===== config.mk =====
export PLATFORM = sky130hd
export DESIGN_NAME = apple_iie_timing_generator
export DESIGN_NICKNAME = d
export VERILOG_FILES = /design/src/rtl/apple_iie_timing_pkg.sv /design/src/rtl/apple_iie_scan_counter.sv /design/src/rtl/apple_iie_timing_generator.sv
export SDC_FILE = /design/constraint.sdc
export NUM_CORES = 1
export LEC_CHECK = 0
export BUFFER_PORTS_ARGS = -buffer_cell sky130_fd_sc_hd__buf_2
export CELL_PAD_IN_SITES_DETAIL_PLACEMENT = 1
export CELL_PAD_IN_SITES_GLOBAL_PLACEMENT = 2
export CORE_ASPECT_RATIO = 1.75
export CORE_MARGIN = 2
export CORE_UTILIZATION = 37
export DETAILED_ROUTE_END_ITERATION = 7
export HOLD_SLACK_MARGIN = 0.06
export PLACE_DENSITY_LB_ADDON = 0.08
export SETUP_SLACK_MARGIN = 0.05
export SYNTH_ARGS = -nofsm -noshare
export SYNTH_HDL_FRONTEND = slang
export SYNTH_SLANG_ARGS = --single-unit

===== constraint.sdc =====
create_clock -name clk_14m -period 5.8 [get_ports clk_14m]
set_input_delay 1.16 -clock clk_14m [delete_from_list [all_inputs] [get_ports clk_14m]]
set_output_delay 1.16 -clock clk_14m [all_outputs]
set_load 0.01 [all_outputs]

===== src/rtl/apple_iie_timing_pkg.sv =====
// Shared tick positions and line-count constants for the Apple IIe master timing chain.
// The tick values are offsets into one CPU cycle of 14 master ticks, or 16 for the long cycle.
package apple_iie_timing_pkg;

   localparam int unsigned PHI0_RISE_T   = 7;
   localparam int unsigned Q3_HIGH_T0    = 0;
   localparam int unsigned Q3_HIGH_T1    = 7;
   localparam int unsigned Q3_HIGH_LEN   = 4;
   localparam int unsigned RAS_FALL_T0   = 2;
   localparam int unsigned RAS_FALL_T1   = 9;
   localparam int unsigned CAS_FALL_T0   = 4;
   localparam int unsigned CAS_FALL_T1   = 11;
   localparam int unsigned NORMAL_LAST_T = 13;
   localparam int unsigned LONG_LAST_T   = 15;

   localparam int unsigned NTSC_LINES_PER_FRAME = 262;
   localparam int unsigned PAL_LINES_PER_FRAME  = 312;
   localparam int unsigned DEFAULT_CYCLES_PER_LINE = 65;
   localparam int unsigned DEFAULT_LONG_SLOT       = 64;
   localparam int unsigned DEFAULT_VISIBLE_LINES   = 192;

   typedef logic [3:0] tick_t;

   // One bit per bus strobe, all registered together in the top module.
   typedef struct packed {
      logic phi_0;
      logic q3;
      logic ras_n;
      logic cas_n;
   } strobes_t;

   localparam strobes_t STROBES_RESET = '{phi_0: 1'b0, q3: 1'b1, ras_n: 1'b1, cas_n: 1'b1};

endpackage


===== src/rtl/apple_iie_scan_counter.sv =====
// Horizontal and vertical scan counters, advanced once per CPU cycle by cycle_end.
// long_cycle and vbl_n are registered from the next-state values so they move with the counters.
module apple_iie_scan_counter
   import apple_iie_timing_pkg::*;
#(
   parameter int unsigned CYCLES_PER_LINE = DEFAULT_CYCLES_PER_LINE,
   parameter int unsigned LONG_SLOT       = DEFAULT_LONG_SLOT,
   parameter int unsigned LINES_PER_FRAME = NTSC_LINES_PER_FRAME,
   parameter int unsigned VISIBLE_LINES   = DEFAULT_VISIBLE_LINES
) (
   input  logic       clk_14m,
   input  logic       reset_n,
   input  logic       cycle_end,
   output logic [6:0] h_count,
   output logic [8:0] v_count,
   output logic       long_cycle,
   output logic       vbl_n
);

   localparam logic [6:0] H_LAST = 7'(CYCLES_PER_LINE - 1);
   localparam logic [6:0] H_LONG = 7'(LONG_SLOT);
   localparam logic [8:0] V_LAST = 9'(LINES_PER_FRAME - 1);
   localparam logic [8:0] V_VIS  = 9'(VISIBLE_LINES);

   logic [6:0] h_next;
   logic [8:0] v_next;

   always_comb begin
      h_next = h_count;
      v_next = v_count;
      if (cycle_end) begin
         if (h_count == H_LAST) begin
            h_next = 7'd0;
            v_next = (v_count == V_LAST) ? 9'd0 : v_count + 9'd1;
         end else begin
            h_next = h_count + 7'd1;
         end
      end
   end

   always_ff @(posedge clk_14m or negedge reset_n) begin
      if (!reset_n) begin
         h_count    <= 7'd0;
         v_count    <= 9'd0;
         long_cycle <= 1'b0;
         vbl_n      <= 1'b1;
      end else begin
         h_count    <= h_next;
         v_count    <= v_next;
         long_cycle <= (h_next == H_LONG);
         vbl_n      <= (v_next < V_VIS);
      end
   end

endmodule


===== src/rtl/apple_iie_timing_generator.sv =====
// Master timing generator: divides 14M into the CPU/DRAM strobes and the color reference,
// and drives the video scan counters including the once-per-line stretched CPU cycle.
module apple_iie_timing_generator
   import apple_iie_timing_pkg::*;
#(
   parameter int unsigned CYCLES_PER_LINE = DEFAULT_CYCLES_PER_LINE,
   parameter int unsigned LONG_SLOT       = DEFAULT_LONG_SLOT,
   parameter int unsigned LINES_PER_FRAME = NTSC_LINES_PER_FRAME,
   parameter int unsigned VISIBLE_LINES   = DEFAULT_VISIBLE_LINES
) (
   input  logic       clk_14m,
   input  logic       reset_n,
   output logic       clk_phi_0,
   output logic       clk_q3,
   output logic       pras_n,
   output logic       pcas_n,
   output logic       clk_7m,
   output logic       color_ref,
   output logic [6:0] h_count,
   output logic [8:0] v_count,
   output logic       long_cycle,
   output logic       vbl_n
);

   if (LONG_SLOT >= CYCLES_PER_LINE) begin : g_bad_long_slot
      $error("LONG_SLOT must be below CYCLES_PER_LINE");
   end
   if (VISIBLE_LINES >= LINES_PER_FRAME) begin : g_bad_visible
      $error("VISIBLE_LINES must be below LINES_PER_FRAME");
   end
   if (CYCLES_PER_LINE > 128 || LINES_PER_FRAME > 512) begin : g_bad_width
      $error("scan counter widths exceeded");
   end

   tick_t    t, t_next, last_t;
   logic     cycle_end;
   logic [1:0] d;
   strobes_t strobes_q, strobes_d;

   assign last_t    = long_cycle ? tick_t'(LONG_LAST_T) : tick_t'(NORMAL_LAST_T);
   assign cycle_end = (t == last_t);
   assign t_next    = cycle_end ? tick_t'(0) : t + tick_t'(1);

   // Decode the tick the cycle is about to enter so each strobe flop shows t with no lag.
   // A tick never exceeds the current cycle's last value, so the decode needs no length term.
   always_comb begin
      strobes_d       = STROBES_RESET;
      strobes_d.phi_0 = (t_next >= tick_t'(PHI0_RISE_T));
      strobes_d.q3    = (tick_t'(t_next - tick_t'(Q3_HIGH_T0)) < tick_t'(Q3_HIGH_LEN)) ||
                        (tick_t'(t_next - tick_t'(Q3_HIGH_T1)) < tick_t'(Q3_HIGH_LEN));
      strobes_d.ras_n = !((t_next >= tick_t'(RAS_FALL_T0) && t_next < tick_t'(PHI0_RISE_T)) ||
                          (t_next >= tick_t'(RAS_FALL_T1)));
      strobes_d.cas_n = !((t_next >= tick_t'(CAS_FALL_T0) && t_next < tick_t'(PHI0_RISE_T)) ||
                          (t_next >= tick_t'(CAS_FALL_T1)));
   end

   always_ff @(posedge clk_14m or negedge reset_n) begin
      if (!reset_n) begin
         t         <= tick_t'(0);
         d         <= 2'd0;
         strobes_q <= STROBES_RESET;
      end else begin
         t         <= t_next;
         d         <= d + 2'd1;
         strobes_q <= strobes_d;
      end
   end

   assign clk_phi_0 = strobes_q.phi_0;
   assign clk_q3    = strobes_q.q3;
   assign pras_n    = strobes_q.ras_n;
   assign pcas_n    = strobes_q.cas_n;
   // Free-running divider: 912-tick lines keep color_ref phase fixed at every line start.
   assign clk_7m    = d[0];
   assign color_ref = d[1];

   apple_iie_scan_counter #(
      .CYCLES_PER_LINE(CYCLES_PER_LINE),
      .LONG_SLOT      (LONG_SLOT),
      .LINES_PER_FRAME(LINES_PER_FRAME),
      .VISIBLE_LINES  (VISIBLE_LINES)
   ) u_scan (
      .clk_14m   (clk_14m),
      .reset_n   (reset_n),
      .cycle_end (cycle_end),
      .h_count   (h_count),
      .v_count   (v_count),
      .long_cycle(long_cycle),
      .vbl_n     (vbl_n)
   );

endmodule


==> impl_results.md <==
- Post-route ant nets: 0
- Crit path DAT: 2620 ps
- Post-Route Setup TNS: 0 ps
- Initial antenna violation count: 0
- Clk sinks: 28
- Core area: 3830 sq um
- Leak: 0.799 nW
- Root buf cell: clkbuf_8
- Grt total ovfl: 0
- Flop-to-flop setup slack: 3380 ps
- Number of global-route vias before repair: 1237
- # nets final: 179
- Max Cap Viol: 0
- Final setup violation count: 0
- I/O pin count: 26
- CP endpoint kind: register
- Synth unique cells: 44
- PD cells: 192 nW/um^2
- Filler cells: 454
- Post-synthesis instance total: 143
- RSZ-0062 raised after global routing: no
- Setup CP Type: reg2reg
- Inserted Diodes: 0
- Vias: 1194
- GPL Wtd Cong: 0.744
- Final min period: 2420 ps
- Status: finished clean
- Slew Limit Fails: 0
- Sequential fraction of the synthesis area: 0.482
- Synthesized area: 1460 sq um
- Synthesized Nets: 152
- TritonRoute pass-1 iters: 4
- Final core occ: 0.440
- Footprint of the multi-input gates: 708 sq um
- Most frequent cells in the layout: buf_2 (25), dfrtp_1 (24), nand2_1 (12), nor2_1 (10)
- Worst-case clock buffer depth: 2
- Critical path's largest stage delay: 520 ps
- Crit start category: register
- Routed WL: 3460 um
- CTS Buf Count: 3
- Clock latency on the worst-skew pair: 270 ps
- Synthesis-stage register bit count: 28
- Avg Vias per Cell: 5.50
- Hold Path Origin: d[0]$_DFF_PN0_
- Wirelength per Cell: 16.0 um
- R2R cell count: 7
- Die ar.: 4490 sq um
- Largest net degree at the start of global routing: 29
- Most common cell after layout, fill and taps aside: buf_2
- Final Hold Fails: 0
- Worst Clk Skew: 3.10 ps
- Post-synth ARST share: 1.00
- FF+latch area: 706 sq um
- H-Tree Depth: 1
- Post-DP HPWL: 2550 um
- Synth warn: 0
- Final period utilization: 0.416
- Synth-to-layout area growth: 15.1%
- Cts hold-fix bufs: 0
- FF-to-FF Start: u_scan.h_count[0]$_DFF_PN0_
- Relative slew slack: 0.569
- Max rail drop VDD: 116 uV
- Core Rows: 30
- Die Y: 87.2 um
- Post-CTS sizing: 0
- Setup Buffers After CTS: 0
- CP cell instances: inv_1 > ha_1 > or4b_4 > or4_4 > nor2_2 > and4_1 > mux2i_1
- Max frequency: 0.414 GHz
- CP max FO: 11
- Gr usage total: 0.167
- Worst Max-Slew Pin Slew: 641 ps
- Predominant post-synthesis flop cell: dfrtp_1
- First-pass GRT wire length: 5750 um
- Iter 0 DRT Violations: 10
- Share of post-route cells with drive strength above 1: 0.237
- Post-synth EDFFs: 0
- Most area-hungry cell type in the Yosys netlist: dfrtp_1
- CP required: 6010 ps
- I/O Buffers: 25
- Post-synth top area share: 0.411
- CTS tree: done
- WHS Endpoint: d[0]$_DFF_PN0_
- Worst min path class: reg2reg
- Worst-path clk slew: 100 ps
- Starting Density: 0.382
- Synth area leaders: dfrtp_1 (41%), dfstp_2 (7.2%), ha_1 (6.0%), xor2_1 (3.6%), nand2_1 (3.1%)
- Post-route DRC: 0
- Avg Inst Size Synth: 10.2 sq um
- Worst Hold Depth: 1
- CP max stage cell: or4_4
- Reg2reg end: u_scan.v_count[8]$_DFF_PN0_
- Die Wd: 51.5 um
Yosys cell counts (all sizes together), types with 3 or more instances:
cell / n
nand3: 8
dfrtp: 24
ha: 7
inv: 8
nor2b: 3
nor2: 11
xor2: 6
dfstp: 4
o31ai: 6
nand2: 12
o21ai: 15
power by group:
group	leakage, nW	switching (W)	internal (W)
logic	0.426	0.00000368	0.000000241
registers	0.344	0	0.000195
clock network	0.0288	0.0000632	0.0000608
total	0.799	0.0000668	0.000256
through the flow:
step	hold slack [ps]	setup slack (ps)	instances	cell area [sq um]	total power, W
after floorplan	479	3560	143	1460	0.000199
after global placement	440	3490	213	1630	0.000203
after detailed placement	456	3410	213	1630	0.000203
after CTS	472	3390	217	1680	0.000329
after global routing	491	3250	217	1680	0.000335
final	467	3380	217	1680	0.000323
area by class of cell:
type	count	area share
multi-input cells	104	0.421
flip-flops and latches	28	0.419
repair buffers	25	0.0743
well taps	48	0.0357
clock buffers	4	0.0327
inverters	8	0.0178
sequential cells by signal, summed over array words and instances (netlist names):
register / count
clk_phi_0: 1
clk_q3: 1
d: 2
pcas_n: 1
pras_n: 1
t: 4
u_scan.h_count: 7
u_scan.long_cycle: 1
u_scan.v_count: 9
u_scan.vbl_n: 1
worst max path at each step:
stage / from / end / cells past startpoint
3_5_place_dp: u_scan.h_count[0]$_DFF_PN0_ / u_scan.v_count[8]$_DFF_PN0_ / 7
5_1_grt: u_scan.h_count[1]$_DFF_PN0_ / u_scan.v_count[8]$_DFF_PN0_ / 7
4_1_cts: u_scan.h_count[0]$_DFF_PN0_ / u_scan.v_count[8]$_DFF_PN0_ / 7
3_3_place_gp: u_scan.h_count[0]$_DFF_PN0_ / u_scan.v_count[8]$_DFF_PN0_ / 7
6_report: u_scan.h_count[0]$_DFF_PN0_ / u_scan.v_count[8]$_DFF_PN0_ / 7
2_1_floorplan: u_scan.h_count[0]$_DFF_PN0_ / u_scan.v_count[5]$_DFFE_PN0P_ / 7
worst max-delay path, delay by kind of cell (launching register included):
kind                     cells  cell delay (ps)
AND/OR/NAND/NOR              4             1440
flip-flops                   1              470
multiplexers                 1              170
adder cells (fa/ha/maj)      1              140
buffers and inverters        1              110
cells by family after synthesis:
logic type                 count (synthesis)  share of synthesized area
AOI/OAI and AO/OA                         34                      0.162
xor gates and xnor gates                   8                     0.0479
adders and majority gates                  7                     0.0599
buffers and inverters                     11                     0.0334
DFF                                       28                      0.482
muxes                                      3                     0.0214
and+or+nand+nor                           52                      0.193
metal layers:
metal | wire, um | track usage | up-vias | part of all wire
met1 | 1430 | 0.191 | 603 | 0.41
met2 | 1870 | 0.298 | 20 | 0.54
met4 | 56 | 0.0789 | 0 | 0.016
met3 | 105 | 0.0223 | 6 | 0.030
met5 | 0 | 0 | - | 0
li1 | - | - | 565 | -
Power figures use the tool's default switching activity.
